<file path="config.mk">
export PLATFORM = sky130hd
export DESIGN_NAME = uart_tx_scheduler
export DESIGN_NICKNAME = d
export VERILOG_FILES = /design/src/rtl/uart_pkg.sv /design/src/rtl/rr_picker.sv /design/src/rtl/uart_tx_scheduler.sv
export SDC_FILE = /design/constraint.sdc
export NUM_CORES = 1
export LEC_CHECK = 0
export CAP_MARGIN = 20
export CELL_PAD_IN_SITES_DETAIL_PLACEMENT = 1
export CELL_PAD_IN_SITES_GLOBAL_PLACEMENT = 2
export CORE_ASPECT_RATIO = 0.9
export CORE_MARGIN = 2
export CORE_UTILIZATION = 27
export CTS_BUF_LIST = sky130_fd_sc_hd__clkbuf_8 sky130_fd_sc_hd__clkbuf_16
export DETAILED_ROUTE_END_ITERATION = 16
export PLACE_DENSITY = 0.77
export SLEW_MARGIN = 20
export SYNTH_ARGS = -nofsm -noshare
export SYNTH_HDL_FRONTEND = slang
export SYNTH_SLANG_ARGS = --single-unit
</file>
<file path="constraint.sdc">
create_clock -name clk -period 2.1 [get_ports clk]
set_clock_uncertainty 0.1 [all_clocks]
set_input_delay 0.42 -clock clk [delete_from_list [all_inputs] [get_ports clk]]
set_output_delay 0.42 -clock clk [all_outputs]
set_load 0.05 [all_outputs]
</file>
<file path="src/rtl/uart_pkg.sv">
// ============================================================================
// Module : uart_pkg
// Brief  : Shared types and default constants for the UART TX scheduler.
// Rev    : 1.0  initial release
// ============================================================================
`default_nettype none

package uart_pkg;

    typedef enum logic [2:0] {
        IDLE      = 3'd0,
        LAUNCH    = 3'd1,
        WAIT_BUSY = 3'd2,
        WAIT_DONE = 3'd3,
        GAP       = 3'd4
    } state_t;

    localparam int c_DEF_NUM_REQ      = 4;
    localparam int c_DEF_DATA_W       = 8;
    localparam int c_DEF_GAP_CYCLES   = 2;
    localparam int c_DEF_BUSY_TIMEOUT = 16;

endpackage : uart_pkg

`default_nettype wire

</file>
<file path="src/rtl/rr_picker.sv">
// ============================================================================
// Module : rr_picker
// Brief  : Combinational round-robin picker; first request above the pointer.
// Rev    : 1.0  initial release
// ============================================================================
`default_nettype none

module rr_picker #(
    parameter int NUM_REQ = 4,
    parameter int ID_W    = $clog2(NUM_REQ)
) (
    input  logic [NUM_REQ-1:0] i_req,
    input  logic [ID_W-1:0]    i_ptr,
    output logic               o_valid,
    output logic [ID_W-1:0]    o_winner
);

    logic [ID_W:0]   w_sum;
    logic [ID_W-1:0] w_idx;

    // Scan from farthest to nearest so the candidate right after the pointer
    // is the last one written and therefore wins.
    always_comb begin
        o_valid  = 1'b0;
        o_winner = '0;
        w_sum    = '0;
        w_idx    = '0;
        for (int i = NUM_REQ; i >= 1; i--) begin
            w_sum = {1'b0, i_ptr} + (ID_W+1)'(i);
            if (w_sum >= (ID_W+1)'(NUM_REQ)) begin
                w_sum = w_sum - (ID_W+1)'(NUM_REQ);
            end
            w_idx = w_sum[ID_W-1:0];
            if (i_req[w_idx]) begin
                o_valid  = 1'b1;
                o_winner = w_idx;
            end
        end
    end

endmodule : rr_picker

`default_nettype wire

</file>
<file path="src/rtl/uart_tx_scheduler.sv">
// ============================================================================
// Module : uart_tx_scheduler
// Brief  : Round-robin sharing of one UART TX serializer among NUM_REQ sources.
// Rev    : 1.0  initial release
// ============================================================================
`default_nettype none

module uart_tx_scheduler
    import uart_pkg::*;
#(
    parameter int NUM_REQ      = c_DEF_NUM_REQ,
    parameter int DATA_W       = c_DEF_DATA_W,
    parameter int GAP_CYCLES   = c_DEF_GAP_CYCLES,
    parameter int BUSY_TIMEOUT = c_DEF_BUSY_TIMEOUT
) (
    input  logic                        clk,
    input  logic                        rst,
    input  logic [NUM_REQ-1:0]          req,
    input  logic [NUM_REQ*DATA_W-1:0]   req_data,
    output logic [NUM_REQ-1:0]          ack,
    output logic                        tx_send,
    output logic [DATA_W-1:0]           tx_data,
    input  logic                        tx_busy,
    output logic [$clog2(NUM_REQ)-1:0]  grant_id,
    output logic                        active,
    output logic                        err
);

    localparam int ID_W  = $clog2(NUM_REQ);
    localparam int TO_W  = $clog2(BUSY_TIMEOUT + 1);
    localparam int GAP_W = $clog2(GAP_CYCLES + 2);

    localparam logic [TO_W-1:0]  c_TO_LAST  = TO_W'((BUSY_TIMEOUT > 0) ? BUSY_TIMEOUT - 1 : 0);
    localparam logic [GAP_W-1:0] c_GAP_LAST = GAP_W'((GAP_CYCLES > 0) ? GAP_CYCLES - 1 : 0);

    state_t              r_state,    w_state_nxt;
    logic [ID_W-1:0]     r_ptr,      w_ptr_nxt;
    logic [TO_W-1:0]     r_to_cnt,   w_to_cnt_nxt;
    logic [GAP_W-1:0]    r_gap_cnt,  w_gap_cnt_nxt;
    logic [NUM_REQ-1:0]  r_ack,      w_ack_nxt;
    logic                r_send,     w_send_nxt;
    logic [DATA_W-1:0]   r_data,     w_data_nxt;
    logic [ID_W-1:0]     r_gid,      w_gid_nxt;
    logic                r_active,   w_active_nxt;
    logic                r_err,      w_err_nxt;

    logic                w_valid;
    logic [ID_W-1:0]     w_winner;
    logic [TO_W-1:0]     w_to_inc;

    rr_picker #(
        .NUM_REQ (NUM_REQ),
        .ID_W    (ID_W)
    ) u_picker (
        .i_req    (req),
        .i_ptr    (r_ptr),
        .o_valid  (w_valid),
        .o_winner (w_winner)
    );

    assign w_to_inc = r_to_cnt + 1'b1;

    always_ff @(posedge clk) begin
        if (rst) begin
            r_state   <= IDLE;
            r_ptr     <= ID_W'(NUM_REQ - 1);
            r_to_cnt  <= '0;
            r_gap_cnt <= '0;
            r_ack     <= '0;
            r_send    <= 1'b0;
            r_data    <= '0;
            r_gid     <= '0;
            r_active  <= 1'b0;
            r_err     <= 1'b0;
        end else begin
            r_state   <= w_state_nxt;
            r_ptr     <= w_ptr_nxt;
            r_to_cnt  <= w_to_cnt_nxt;
            r_gap_cnt <= w_gap_cnt_nxt;
            r_ack     <= w_ack_nxt;
            r_send    <= w_send_nxt;
            r_data    <= w_data_nxt;
            r_gid     <= w_gid_nxt;
            r_active  <= w_active_nxt;
            r_err     <= w_err_nxt;
        end
    end

    always_comb begin
        w_state_nxt   = r_state;
        w_ptr_nxt     = r_ptr;
        w_to_cnt_nxt  = r_to_cnt;
        w_gap_cnt_nxt = r_gap_cnt;
        w_ack_nxt     = '0;
        w_send_nxt    = 1'b0;
        w_data_nxt    = r_data;
        w_gid_nxt     = r_gid;
        w_err_nxt     = r_err;

        case (r_state)
            IDLE: begin
                if (!tx_busy && w_valid) begin
                    w_data_nxt          = req_data[w_winner*DATA_W +: DATA_W];
                    w_gid_nxt           = w_winner;
                    w_ack_nxt[w_winner] = 1'b1;
                    w_send_nxt          = 1'b1;
                    w_ptr_nxt           = w_winner;
                    w_state_nxt         = LAUNCH;
                end
            end
            LAUNCH: begin
                w_to_cnt_nxt = '0;
                w_state_nxt  = WAIT_BUSY;
            end
            WAIT_BUSY: begin
                // Timeout lands exactly BUSY_TIMEOUT cycles after the strobe.
                if (tx_busy) begin
                    w_state_nxt = WAIT_DONE;
                end else if (w_to_inc >= c_TO_LAST) begin
                    w_err_nxt     = 1'b1;
                    w_gap_cnt_nxt = '0;
                    w_state_nxt   = (GAP_CYCLES > 0) ? GAP : IDLE;
                end else begin
                    w_to_cnt_nxt = w_to_inc;
                end
            end
            WAIT_DONE: begin
                if (!tx_busy) begin
                    w_gap_cnt_nxt = '0;
                    w_state_nxt   = (GAP_CYCLES > 0) ? GAP : IDLE;
                end
            end
            GAP: begin
                if (r_gap_cnt >= c_GAP_LAST) begin
                    w_state_nxt = IDLE;
                end else begin
                    w_gap_cnt_nxt = r_gap_cnt + 1'b1;
                end
            end
            default: begin
                w_state_nxt = IDLE;
            end
        endcase

        w_active_nxt = (w_state_nxt != IDLE);
    end

    assign ack      = r_ack;
    assign tx_send  = r_send;
    assign tx_data  = r_data;
    assign grant_id = r_gid;
    assign active   = r_active;
    assign err      = r_err;

endmodule : uart_tx_scheduler

`default_nettype wire

</file>
# --- Yosys cells after proc, flatten, opt, wreduce, memory -nomap -nowiden ---
# Index checks and enable logic that the tools add are counted.
word_totals:
  register_bits: 29
  inputBits: 39
  out_inout_bits: 17
  elab_cells: 95
classes:
  add_sub_neg: 10
  magnitude_cmp: 12
  n_eq_ne: 9
  shifts: 1
  muxes: 37
  n_bitwise: 3
  reduce_logical: 13
ops:
  columns: ["op", "n"]
  rows:
  - ["variable part select 32 x 6 -> 8 bit", 1]
  - ["2-to-1 mux 2 bit", 12]
  - ["less-than comparator 2 x 3 -> 1 bit, second input constant", 5]
  - ["2-to-1 mux 3 bit", 5]
  - ["case mux 3 bit (5 select lines)", 1]
  - ["greater-or-equal comparator 3 bit, second input constant", 4]
  - ["2-to-1 mux 1 bit", 10]
  - ["2-to-1 mux 5 bit", 2]
  - ["!= test 2 bit, second input constant", 5]
  - ["case mux 5 bit (2 select lines)", 1]
  - ["binary-select mux 1 bit (select 2 bit)", 4]
  - ["subtractor 2 x 1 -> 2 bit, second input constant", 4]
  - ["adder 2 x 2 -> 3 bit, second input constant", 2]
  - ["equality test 3 x 2 -> 1 bit, second input constant", 2]
  - ["case mux 2 bit (3 select lines)", 1]
  - ["AND reduction 3 bit", 2]
  - ["nonzero test 3 bit", 2]
  - ["adder 5 x 1 -> 5 bit, second input constant", 1]
  - ["greater-or-equal comparator 5 x 4 -> 1 bit, second input constant", 1]
  - ["AND reduction 5 bit", 1]
  - ["greater-or-equal comparator 2 x 1 -> 1 bit, second input constant", 2]
  - ["adder 2 x 1 -> 3 bit, second input constant", 1]
  - ["adder 2 x 3 -> 3 bit, second input constant", 1]
  - ["equality test 3 x 1 -> 1 bit, second input constant", 1]
  - ["11 further kinds", 14]

# --- Logic depth before layout (Yosys ltp) ---
logic_depth:
  ltp_word: 13
  depth_mapped: 7
  depth_no_buf: 7

# --- Cells and area by module ---
# Synthesis repeated with hierarchy kept, for this count alone.
hier_totals:
  cells_unflattened: 182
  hier_area_um2: 1561.5
by_module_without_submodules:
  columns: ["module", "n_inst", "cells_per_inst", "area_each_um2", "seq_area_each_um2"]
  rows:
  - ["uart_tx_scheduler", 1, 168, 1470.2, 580.6]
  - ["rr_picker", 1, 14, 91.3, 0.0]

# --- Worst setup path before layout ---
# OpenSTA, ideal clock, no wires.
synth_timing:
  path_type: "flip-flop to flip-flop"
  from: "register r_to_cnt[0]"
  to: "register r_gap_cnt[0]"
  setup_ns: 0.121
  arrival_time_ns: 1.582
  required_time_ns: 1.879
  path_slack_ns: 0.297
  stages_incl_launch_ff: 8
  n_path_buf: 0
  period_less_slack_ns: 1.803
  path_cell_list: "dfxtp_1 -> inv_1 -> ha_1 -> nor2_1 -> o221ai_1 -> o22ai_1 -> nor2_1 -> mux2_2"
synth_via:
  elab_chain_cells: 4
synth_rtl:
  columns: ["item", "line_no", "text"]
  rows:
  - ["start: declaration", "uart_tx_scheduler.sv:38", "logic [TO_W-1:0] r_to_cnt, w_to_cnt_nxt;"]
  - ["start signal: assignment", "uart_tx_scheduler.sv:78", "r_to_cnt <= w_to_cnt_nxt;"]
  - ["adder 5 x 1 -> 5 bit", "uart_tx_scheduler.sv:61", "assign w_to_inc = r_to_cnt + 1'b1;"]
  - ["greater-or-equal comparator 5 x 4 -> 1 bit", "uart_tx_scheduler.sv:119", "end else if (w_to_inc >= c_TO_LAST) begin"]
  - ["!= test 2 bit (no source line)", null, null]
  - ["AND reduction 5 bit (no source line)", null, null]
  - ["end signal: assignment", "uart_tx_scheduler.sv:79", "r_gap_cnt <= w_gap_cnt_nxt;"]
  - ["end: declaration", "uart_tx_scheduler.sv:39", "logic [GAP_W-1:0] r_gap_cnt, w_gap_cnt_nxt;"]
# No other way between the ends.
# A chain may end at the register's enable or synchronous reset.

# --- Final worst setup path ---
layout_timing:
  from: "input port req[3]"
  to: "register r_data[3] (netlist: tx_data[3])"
layout_via:
  elab_chain_cells: 8
  word_cells_on_any_way: 19
  cone_classes: "shift (1); mux (16); reduce/logical (2)"
layout_rtl:
  columns: ["item", "line_no", "text"]
  rows:
  - ["start: declaration", "uart_tx_scheduler.sv:18", "input logic [NUM_REQ-1:0] req,"]
  - ["parallel branches: the longest is 8 deep, another holds variable part select 32 x 6 -> 8 bit", null, null]
  - ["end signal: assignment", "uart_tx_scheduler.sv:82", "r_data <= w_data_nxt;"]
  - ["end: declaration", "uart_tx_scheduler.sv:42", "logic [DATA_W-1:0] r_data, w_data_nxt;"]
# Parallel ways; which one is timed is not known. The select of a mux whose other input is x is not followed.

==> out/results.ini <==
[status]
outcome = complete, no violations

[die]
start_util_pct = 27.8
row_count = 27
ios = 56
fp.dieH_um = 79.0
die_x_um = 87.4
core_area_um2 = 6080
dieArea_um2 = 6910

[place]
place_area_um2 = 2460
dpl.hpwl_mm = 3.87
port_buffers = 55
globalplace.congestion = 0.740

[logic_synthesis]
synth.avg_cell_area_um2 = 9.88
synth_fp_nets = 213
yosys.area.top_type_share_pct = 34.4
ys_top_cells_by_area = dfxtp_1 34%, mux2i_1 7.1%, a2111oi_2 7.1%
synth_top_area_cell = dfxtp_1
syn_area_um2 = 1690
yosysSeqAreaShare_pct = 34.4
synthesis.instances = 171
synth_edf_count = 0
synth_ff_type = dfxtp_1
synth_seq_cells = 29
ys_types = 48
ys_warn_count = 0
async_flop_share_pct = 0

[worst_setup_path]
end_kind = register
crit_path_max_fanout = 17
cp.arrival_ns = 2.08
cp.buffers_inverters = 2
worstPathRequired_ns = 2.18
critPathTopFamily = buffers and inverters
critical_path_class = in -> reg
path_cells = clkdlybuf4s50_1, and2b_1, o21ai_2, nand3_1, buf_12, mux2i_1, a2111oi_2
worstSetupStartpointType = input port
slowest_stage = clkdlybuf4s50_1
critPathMaxStageDelay_ns = 0.48

[grt]
antenna_found_initial = 0
grt_pass1_wl_mm = 7.76
grt_max_degree = 18
grt_pass1_vias = 1524
grt_util_all_layers_pct = 14.5
grt_overflow = 0

[cells_and_area]
final_common_cell = clkdlybuf4s50_1
drive_gt1_share_pct = 25.3
final_area_um2 = 2590
final_cell_mix = 54 x clkdlybuf4s50_1, 28 x dfxtp_1, 23 x buf_4, 20 x nor2_1, 12 x mux2i_1
nNetsFinal = 290
post-route-util_pct = 42.7
fillers = 718
multi_input_area_um2 = 1050
ff_latch_area_um2 = 582
n_antenna_cell = 0
syn_to_final_growth_pct = 53.6

[sta]
fin_crit_sh_pct = 95.3
min_period_ns = 2.00
relSlewSlack_pct = 64.0
grt_setup_unrepaired = yes
timing.fmax_mhz = 500
hold_viol_final = 0
slew_viol_final = 0
tightestPinTransition_ns = 0.538
setup_viol = 0
fin_setup_tns_ns = 0

[clock_tree]
cts_buffers = 5
cts.sinks = 29
clkLatencyLatePin_ns = 0.29
cts_tree = built
cts.path.max_buffers = 2
htreeDepth = 2
cts_hold_buffers = 0
root_buffer = clkbuf_8
cts_setup_buffers = 0
path_clk_slew_ns = 0.06

[route]
wl_met1_mm = 2.33
wl_per_cell_um = 15.3
ant_nets = 0
dr.pass1.iters = 4
drc_errors = 0
routed-via-count = 1563
wl_met3_um = 160
wl_met2_mm = 2.35
wirelength_mm = 4.90
top_layer_used = met4
vias_per_cell = 4.87
dr.first_iter.drc_count = 66

[flow_run]
maxCapViolations = 0

[pwr]
p_leak_uw = 0.000967
ir_drop_v = 0.000418
total_power_uw = 1830
p_per_area_nw_per_um2 = 706

[worst_hold_path]
hold_class = reg -> reg

==> path summary, 6_finish.rpt <==
| kind | start | to | slack [ns] | cells after the start |
|---|---|---|---|---|
| min | grant_id[1]$_SDFFE_PP0P_ | grant_id[1]$_SDFFE_PP0P_ | 0.36 | 2 |
| max | req[3] | tx_data[3]$_SDFFE_PP0P_ | 0.1 | 7 |
| min reg2reg | grant_id[1]$_SDFFE_PP0P_ | grant_id[1]$_SDFFE_PP0P_ | 0.36 | 2 |
| max reg2reg | r_to_cnt[0]$_SDFFE_PP0P_ | r_to_cnt[2]$_SDFFE_PP0P_ | 0.13 | 7 |
==> cell type report <==
class                           instances  area share, %
Inverter                                6          0.868
Clock inverter                          1          0.193
Timing Repair Buffer                   79           28.8
Clock buffer                            7           3.71
Sequential cell                        29           22.4
Multi-Input combinational cell        127           40.6
Tap cell                               72           3.47
==> per-stage QoR <==
step / setup slack, ns / std cells / hold WS [ns]
final: 0.0982 / 321 / 0.362
after global routing: -0.0488 / 321 / 0.375
after CTS: 0.0267 / 321 / 0.365
after detailed placement: -0.276 / 313 / 0.352
after global placement: -0.202 / 313 / 0.345
after floorplan: 0.297 / 171 / 0.352
==> cell families (layout without fill, tap and decap cells) <==
logic type	Yosys count	count (layout)	synth area share (%)
flip-flops	29	29	34.4
multiplexers	13	13	7.78
buffers and inverters	15	93	5.26
adder cells (fa/ha/maj)	3	3	2.22
AO/OA/AOI/OAI	37	37	21.9
AND/OR/NAND/NOR	72	72	27.4
XOR/XNOR	2	2	1.04
==> layer usage <==
metal	vias up	global-route usage (%)
li1	794	-
met1	736	19.2
met2	28	23.5
met3	5	2.91
met4	0	4.62
met5	-	0
==> sequential cells by signal (all words and copies together), names as in the netlist <==
name       flops
ack            4
active         1
err            1
grant_id       2
r_gap_cnt      2
r_ptr          2
r_state        3
r_to_cnt       5
tx_data        8
tx_send        1
==> synthesized netlist by cell type, types with 2 or more instances <==
| library cell | number |
|---|---|
| a21oi_1 | 5 |
| nor4_1 | 3 |
| buf_6 | 4 |
| clkbuf_1 | 3 |
| o31ai_1 | 2 |
| nand2_1 | 4 |
| and2_1 | 2 |
| and3_1 | 3 |
| buf_2 | 2 |
| nor4_4 | 2 |
| inv_1 | 6 |
| o22ai_1 | 2 |
| a2111oi_2 | 8 |
| a211oi_2 | 8 |
| and4_1 | 8 |
| xor2_1 | 2 |
| nand2b_1 | 7 |
| ha_1 | 3 |
| dfxtp_1 | 29 |
| mux2i_1 | 12 |
| nand3_1 | 4 |
| nor2_1 | 21 |
| nor3_1 | 3 |
| nor2b_1 | 4 |
==> worst reg2reg max path: cells and delay by family (launching register included) <==
family,cells,cell delay [ns]
compound gates,4,0.90
fa+ha+maj,1,0.32
buf+inv,1,0.07
flops,1,0.37
simple gates,1,0.13
==> power breakdown <==
| part | internal (uW) | switching [uW] |
|---|---|---|
| logic | 304 | 373 |
| clock network | 296 | 227 |
| registers | 599 | 31.5 |
==> timing repair <==
item	in CTS	in global routing
setup endpoints to repair	1	13
resized for setup	1	8
pin swaps	0	3
(Power assumes the default switching activity.)
